==> src/rtl/router_fsm_n.sv <==
// rtl/router_fsm_n.sv - control FSM for a parametrised 1xN packet router
// Decodes header address, sequences writes, handles full stalls, busy-wait timeout and illegal-address drop.
module router_fsm_n #(
  parameter int NUM_CH       = 3,
  parameter int ADDR_W       = 2,
  parameter int WAIT_TIMEOUT = 64
) (
  input  logic              clock,
  input  logic              resetn,
  input  logic              pkt_valid,
  input  logic [ADDR_W-1:0] data_in,
  input  logic              parity_done,
  input  logic              low_pkt_valid,
  input  logic              fifo_full,
  input  logic [NUM_CH-1:0] fifo_empty,
  input  logic [NUM_CH-1:0] soft_reset,
  output logic              detect_add,
  output logic              lfd_state,
  output logic              ld_state,
  output logic              laf_state,
  output logic              full_state,
  output logic              write_enb_reg,
  output logic              rst_int_reg,
  output logic              busy,
  output logic [NUM_CH-1:0] dest_sel,
  output logic              drop_state,
  output logic              addr_err,
  output logic              wait_timeout
);

  typedef enum logic [3:0] {
    S_DA, S_LFD, S_LD, S_LP, S_FFS, S_LAF, S_WTE, S_CPE, S_DROP
  } state_t;

  localparam int CNT_W = (WAIT_TIMEOUT > 1) ? $clog2(WAIT_TIMEOUT) : 1;
  localparam logic [CNT_W-1:0] CNT_LAST   = CNT_W'(WAIT_TIMEOUT - 1);
  localparam logic [ADDR_W:0]  NUM_CH_EXT = (ADDR_W + 1)'(NUM_CH);

  state_t            state, next_state;
  logic [ADDR_W-1:0] cur_addr;
  logic [CNT_W-1:0]  wait_cnt;
  logic              addr_illegal;
  logic              sel_soft_reset;
  logic              sel_empty;
  logic              new_empty;
  logic              addr_hit;
  logic              timeout_hit;

  assign addr_illegal   = ({1'b0, data_in} >= NUM_CH_EXT);
  assign sel_soft_reset = soft_reset[cur_addr];
  assign sel_empty      = fifo_empty[cur_addr];
  assign new_empty      = fifo_empty[data_in];

  always_ff @(posedge clock) begin
    if (!resetn) state <= S_DA;
    else         state <= next_state;
  end

  always_comb begin
    next_state = state;
    case (state)
      S_DA: begin
        if (pkt_valid) begin
          if (addr_illegal)   next_state = S_DROP;
          else if (new_empty) next_state = S_LFD;
          else                next_state = S_WTE;
        end
      end
      S_LFD: next_state = S_LD;
      S_LD: begin
        if (fifo_full)       next_state = S_FFS;
        else if (!pkt_valid) next_state = S_LP;
      end
      S_FFS: if (!fifo_full) next_state = S_LAF;
      S_LAF: begin
        if (parity_done)        next_state = S_DA;
        else if (low_pkt_valid) next_state = S_LP;
        else                    next_state = S_LD;
      end
      S_LP:  next_state = S_CPE;
      S_CPE: next_state = fifo_full ? S_FFS : S_DA;
      S_WTE: begin
        if (sel_empty)                 next_state = S_LFD;
        else if (wait_cnt == CNT_LAST) next_state = S_DROP;
      end
      S_DROP: if (!pkt_valid) next_state = S_DA;
      default: next_state = S_DA;
    endcase
    // A read-timeout on the owning channel aborts any in-flight packet.
    if (state != S_DA && state != S_DROP && sel_soft_reset) next_state = S_DA;
  end

  assign addr_hit    = (state == S_DA)  && (next_state == S_DROP);
  assign timeout_hit = (state == S_WTE) && (next_state == S_DROP);

  always_ff @(posedge clock) begin
    if (!resetn) begin
      cur_addr     <= '0;
      dest_sel     <= '0;
      wait_cnt     <= '0;
      addr_err     <= 1'b0;
      wait_timeout <= 1'b0;
    end else begin
      addr_err     <= addr_hit;
      wait_timeout <= timeout_hit;
      if (state == S_DA && pkt_valid && !addr_illegal) begin
        cur_addr <= data_in;
        dest_sel <= NUM_CH'(1) << data_in;
      end else if (next_state == S_DA || next_state == S_DROP) begin
        dest_sel <= '0;
      end
      if (state == S_WTE) wait_cnt <= wait_cnt + 1'b1;
      else                wait_cnt <= '0;
    end
  end

  assign detect_add    = (state == S_DA);
  assign lfd_state     = (state == S_LFD);
  assign ld_state      = (state == S_LD);
  assign laf_state     = (state == S_LAF);
  assign full_state    = (state == S_FFS);
  assign rst_int_reg   = (state == S_CPE);
  assign drop_state    = (state == S_DROP);
  assign write_enb_reg = (state == S_LD) || (state == S_LP) || (state == S_LAF);
  assign busy          = (state == S_LFD) || (state == S_LP) || (state == S_FFS) ||
                         (state == S_LAF) || (state == S_WTE) || (state == S_CPE);

endmodule

==> config.mk <==
export PLATFORM = sky130hd
export DESIGN_NAME = router_fsm_n
export DESIGN_NICKNAME = d
export VERILOG_FILES = /design/src/rtl/router_fsm_n.sv
export SDC_FILE = /design/constraint.sdc
export NUM_CORES = 1
export LEC_CHECK = 0
export ABC_AREA = 1
export BUFFER_PORTS_ARGS = -buffer_cell sky130_fd_sc_hd__buf_2
export CAP_MARGIN = 10
export CELL_PAD_IN_SITES_DETAIL_PLACEMENT = 1
export CELL_PAD_IN_SITES_GLOBAL_PLACEMENT = 1
export CORE_MARGIN = 2
export CORE_UTILIZATION = 31
export CTS_CLUSTER_DIAMETER = 150
export DETAILED_ROUTE_END_ITERATION = 7
export PLACE_DENSITY = 0.82
export RECOVER_POWER = 50
export SLEW_MARGIN = 20
export SYNTH_ARGS = -nofsm -noshare
export SYNTH_HDL_FRONTEND = slang
export SYNTH_SLANG_ARGS = --single-unit
export TNS_END_PERCENT = 30
==> constraint.sdc <==
create_clock -name clock -period 1.32 [get_ports clock]
set_input_delay 0.132 -clock clock [delete_from_list [all_inputs] [get_ports clock]]
set_output_delay 0.132 -clock clock [all_outputs]
set_load 0.03 [all_outputs]
After elaboration in Yosys (flattened, before gate mapping)
Cells that the tools add are included.
{"block": "totals", "wordCells": 64, "out_inout_bits": 14, "register_bits": 17, "in_bits": 14}
{"block": "op_classes", "mux": 22, "magnitude_cmp": 3, "reduce_logical": 20, "eq_ne": 11, "addsub": 1, "shift": 1}
{"op": "$mux 4", "n": 9}
{"op": "$pmux 4 s9", "n": 1}
{"op": "$eq 4x3->1 const B", "n": 4}
{"op": "$mux 3", "n": 4}
{"op": "$eq 4x2->1 const B", "n": 2}
{"op": "$eq 4x4->1 const B", "n": 2}
{"op": "$logic_not 4->1", "n": 2}
{"op": "$logic_or 1x1->1", "n": 8}
{"op": "$add 6x1->6 const B", "n": 1}
{"op": "$bmux 1 s2", "n": 3}
{"op": "$eq 6x6->1 const B", "n": 1}
{"op": "$logic_and 1x1->1", "n": 6}
{"op": "$lt 2x3->1 const B", "n": 2}
{"op": "$eq 4x1->1 const B", "n": 1}
{"op": "$mux 1", "n": 4}
{"op": "$ne 4x4->1 const B", "n": 1}
{"op": "$reduce_bool 4->1", "n": 1}
{"op": "$shl 1x2->3 const A", "n": 1}
{"op": "$ge 2x2->1 const B", "n": 1}
{"op": "$mux 2", "n": 1}
{"op": "$reduce_and 2->1", "n": 1}
{"op": "$reduce_bool 2->1", "n": 1}
{"op": "$logic_not 1->1", "n": 1}

Logic depth before layout (Yosys ltp)
{"block": "logic_depth", "ltp_word": 11, "depth_mapped": 12, "mapped_depth_nobuf": 12}

Worst setup path before layout
No wires, ideal clock.
{"block": "synth_path", "kind": "reg-to-reg", "from": "reg wait_cnt[0]", "to": "reg dest_sel[0]", "arrival_time_ns": 1.295, "stages_incl_launch_ff": 13, "required_ns": 1.188, "slack_ns": -0.108, "synth_period_minus_slack_ns": 1.428, "setup_time_ns": 0.132, "cell_sequence": "dfxtp_1 ha_1 nand2_1 nor2_1 nand2_1 nand2_1 nand3_1 nand2_1 nand3_1 nand2_1 nand3_2 nand3_1 a21oi_1"}
{"block": "synth_via", "elab_chain_cells": 8, "elab_cells_between_ends": 9}
{"item": "from (decl)", "line": "41", "rtl": "logic [CNT_W-1:0] wait_cnt;"}
{"item": "from (signal assigned)", "line": "112", "rtl": "if (state == S_WTE) wait_cnt <= wait_cnt + 1'b1;"}
{"item": "$eq 6x6->1 *", "line": "84", "rtl": "else if (wait_cnt == CNT_LAST) next_state = S_DROP;"}
{"item": "$mux 4 *", "line": "84"}
{"item": "$mux 4 *", "line": "83", "rtl": "if (sel_empty) next_state = S_LFD;"}
{"item": "$pmux 4 s9 *", "line": "61", "rtl": "case (state)"}
{"item": "$mux 4 *", "line": "90", "rtl": "if (state != S_DA && state != S_DROP && sel_soft_reset) next_state = S_DA;"}
{"item": "$eq 4x4->1 / $logic_not 4->1 (equally long branches)", "line": "109", "rtl": "end else if (next_state == S_DA || next_state == S_DROP) begin"}
{"item": "$logic_or 1x1->1 *", "line": "109"}
{"item": "$reduce_bool 2->1 (no source line) *"}
{"item": "to (signal assigned)", "line": "108", "rtl": "dest_sel <= NUM_CH'(1) << data_in;"}
{"item": "to (decl)", "line": "25", "rtl": "output logic [NUM_CH-1:0] dest_sel,"}
Mark *: on every way between the ends. The rest lies on a longest branch, timed or not.
A chain may end at the register's enable or synchronous reset.

Worst setup path after layout
{"block": "layout_path", "from": "reg state[1]", "to": "out drop_state"}
{"block": "layout_via", "elab_chain_cells": 1}
{"item": "from (decl)", "line": "39", "rtl": "state_t state, next_state;"}
{"item": "from (signal assigned)", "line": "56", "rtl": "else state <= next_state;"}
{"item": "$eq 4x4->1", "line": "123", "rtl": "assign drop_state = (state == S_DROP);"}
{"item": "to (decl)", "line": "26", "rtl": "output logic drop_state,"}
Every way passes these cells.

==> out/results.txt <==
Status: finished with violations
Failing checks: negative setup slack
Syn nets: 166
Synthesis-to-layout area growth: 69.7%
TritonCTS clock tree: yes
Crit-path cells: nor2_4 -> inv_1 -> nor2_2 -> inv_2 -> buf_6 -> nor2_4 -> buf_6
Tcrit/Tclk final: 115%
CTS root buf: clkbuf_4
Worst vdd ir: 753 uV
H-tree levels: 1
WHS: 0.145 ns
Worst Path Arrival: 1.39 ns
First-pass GRT wire length: 5850 um
F_max: 656 MHz
Core Area: 3030 um^2
Power share of the sequential group: 23.6%
Sequential fraction of the synthesis area: 34.8%
Gr ovfl total: 0
Fin crit period: 1.52 ns
DR vias: 1242
Least-Margin Pin Slew: 0.362 ns
RSZ-0062 raised after global routing: yes
Drc violations: 0
Synth unique cells: 24
Layout Skew: 0.0113 ns
First-pass DRT Iterations: 4
Syn_area_per_cell: 6.48 um^2
Seq cells post-synth: 17
PwrDens: 1790 nW/um^2
Antenna diode count: 0
P_leak: 0.812 nW
PortBufs: 27
Wire length per cell: 15.2 um
Starting Density: 32.3%
Final cell count without fillers: 254
CTS buffer count: 3
Starting DRC count in detailed routing: 9
Dpl cells: 245
Worst Path Max Fanout: 4
Final setup margin: -0.204 ns
P_sw: 1.44 mW
CTS max path bufs: 2
Min-delay worst type: in -> reg
Mapped Cells: 151
Cell-internal power: 1.54 mW
Initial antenna violation count: 0
Count of pins over their slew limit: 0
CTS sink count: 17
Worst path required time: 1.19 ns
# hold bufs at CTS: 0
Vias per Instance: 4.89
HPWL after detailed placement: 2600 um
Routability-driven placement congestion ratio: 0.927
Slew margin rel.: 76.0%
Critical Path Max Stage Delay: 0.38 ns
Max-cap violation count: 0
Finished Core Util: 54.8%
Tot Pwr: 2.97 mW
Kind of critical path: reg -> out
Slowest stage cell on the critical path: dfxtp_4
Crit. End Element: output pin
Setup violators final: 17
Synth warn: 0
Dpl ws: -0.185 ns
Clock share of power: 9.7%
Die height: 60.2 um
Die W: 60.2 um
Fin. Hold Viols: 0
CTS clk-pin slew, worst paths: 0.11 ns
Gr usage total: 21.5%
Vias in the first global route: 1376
I/O Pins: 28
Nets: 226
Switching Share: 48.3%
Synth Cell Area: 978 um^2
Setup TNS: -1.94 ns
Crit-path leading delay family: flip-flops
Share of cells above drive strength 1: 51.9%
Worst skew pair latency: 0.29 ns
Post-Layout Inst Area: 1660 um^2
WL final: 3860 um
Site row count: 20
Buffers and inverters on the worst path: 4
Pin count of the biggest net entering global routing: 11
Die area: 3620 um^2
Routed Antenna Nets: 0
Crit start category: register
Area after DPL: 1360 um^2
Comb pwr share: 66.7%
[registers in the layout, indices dropped and copies added (netlist names)]
register      count
addr_err          1
cur_addr          2
wait_timeout      1
wait_cnt          6
state             4
dest_sel          3
[cell type report]
class                      count  area (um^2)
clock buffer                   4         26.3
fill                         388         1370
inverter                      26          100
multi-input combinational    106          704
sequential                    17          358
tap                           44         55.1
timing repair buffer          57          417
[kinds of logic (layout without fill, tap and decap cells)]
family / after synthesis / after routing / synth area share [%]
AOI/OAI and AO/OA: 16 / 16 / 9.08
xor gates and xnor gates: 1 / 1 / 0.895
adders and majority gates: 1 / 1 / 1.28
buffers and inverters: 28 / 87 / 11.5
DFF: 17 / 17 / 34.8
and+or+nand+nor: 88 / 88 / 42.5
[final timing paths]
path                                               start                        to  slack [ns]  depth (start not counted)
worst max-delay path                 state[1]$_SDFF_PN0_                drop_state       -0.20                          7
worst min-delay path                           pkt_valid       addr_err$_SDFF_PN0_        0.15                          3
worst max register to register       state[1]$_SDFF_PN0_  dest_sel[2]$_SDFFE_PN0P_       -0.19                         10
worst min register to register  dest_sel[0]$_SDFFE_PN0P_  dest_sel[0]$_SDFFE_PN0P_        0.51                          2
[what timing repair did]
item | in CTS | in global routing
pin swaps | 8 | 2
resized for setup | 46 | 29
buffers inserted | 3 | 2
setup endpoints to repair | 23 | 24
[worst reg2reg max path: stages, from the launching register on]
cell     delay [ns]
dfxtp_4        0.38
nor2_4         0.12
inv_1          0.07
nor2_2         0.13
inv_2          0.06
buf_4          0.16
nand2_4        0.11
nand2_2        0.10
nand3_4        0.13
nand3_2        0.08
a21oi_1        0.14
[power groups by stage]
stage	combinational (mW)	clock, mW	sequential, mW
6_report	1.98	0.289	0.702
2_1_floorplan	0.800	0	0.674
5_1_grt	2.11	0.313	0.714
4_1_cts	1.72	0.287	0.687
3_3_place_gp	1.29	0	0.657
3_5_place_dp	1.36	0	0.666
[layout by cell type, fill, tap and decap left out, drive strengths merged]
cell type  netlist  routed
a211oi           1       1
a21oi            9       9
buf              1      54
clkbuf           1       7
dfxtp           17      17
ha               1       1
inv             26      26
nand2           27      27
nand3           23      23
nand3b           1       1
nand4            3       3
nor2            31      31
nor3             2       2
nor3b            1       1
o21a             1       1
o21ai            5       5
xnor2            1       1
[per-layer routing]
layer | global-route usage (%) | vias up | routed length [um]
met5 | 0 | - | 0
met4 | 10.5 | 0 | 90
met3 | 3.03 | 12 | 114
met2 | 43.2 | 36 | 2240
met1 | 20.9 | 595 | 1420
li1 | - | 599 | -
[synth_stat cells]
master | n | area share, %
a211oi_1 | 1 | 0.77
a21oi_1 | 8 | 4.1
a21oi_2 | 1 | 0.90
buf_6 | 1 | 1.2
clkbuf_1 | 1 | 0.38
dfxtp_1 | 17 | 35
ha_1 | 1 | 1.3
inv_1 | 25 | 9.6
inv_2 | 1 | 0.38
nand2_1 | 26 | 10
nand2_2 | 1 | 0.64
nand3_1 | 21 | 11
nand3_2 | 2 | 2.0
nand3b_1 | 1 | 0.77
nand4_1 | 2 | 1.3
nand4_2 | 1 | 1.3
nor2_1 | 25 | 9.6
nor2_2 | 5 | 3.2
nor2_4 | 1 | 1.2
nor3_1 | 2 | 1.0
nor3b_1 | 1 | 0.77
o21a_1 | 1 | 0.77
o21ai_0 | 5 | 2.6
xnor2_1 | 1 | 0.90
(Power assumes the default switching activity.)
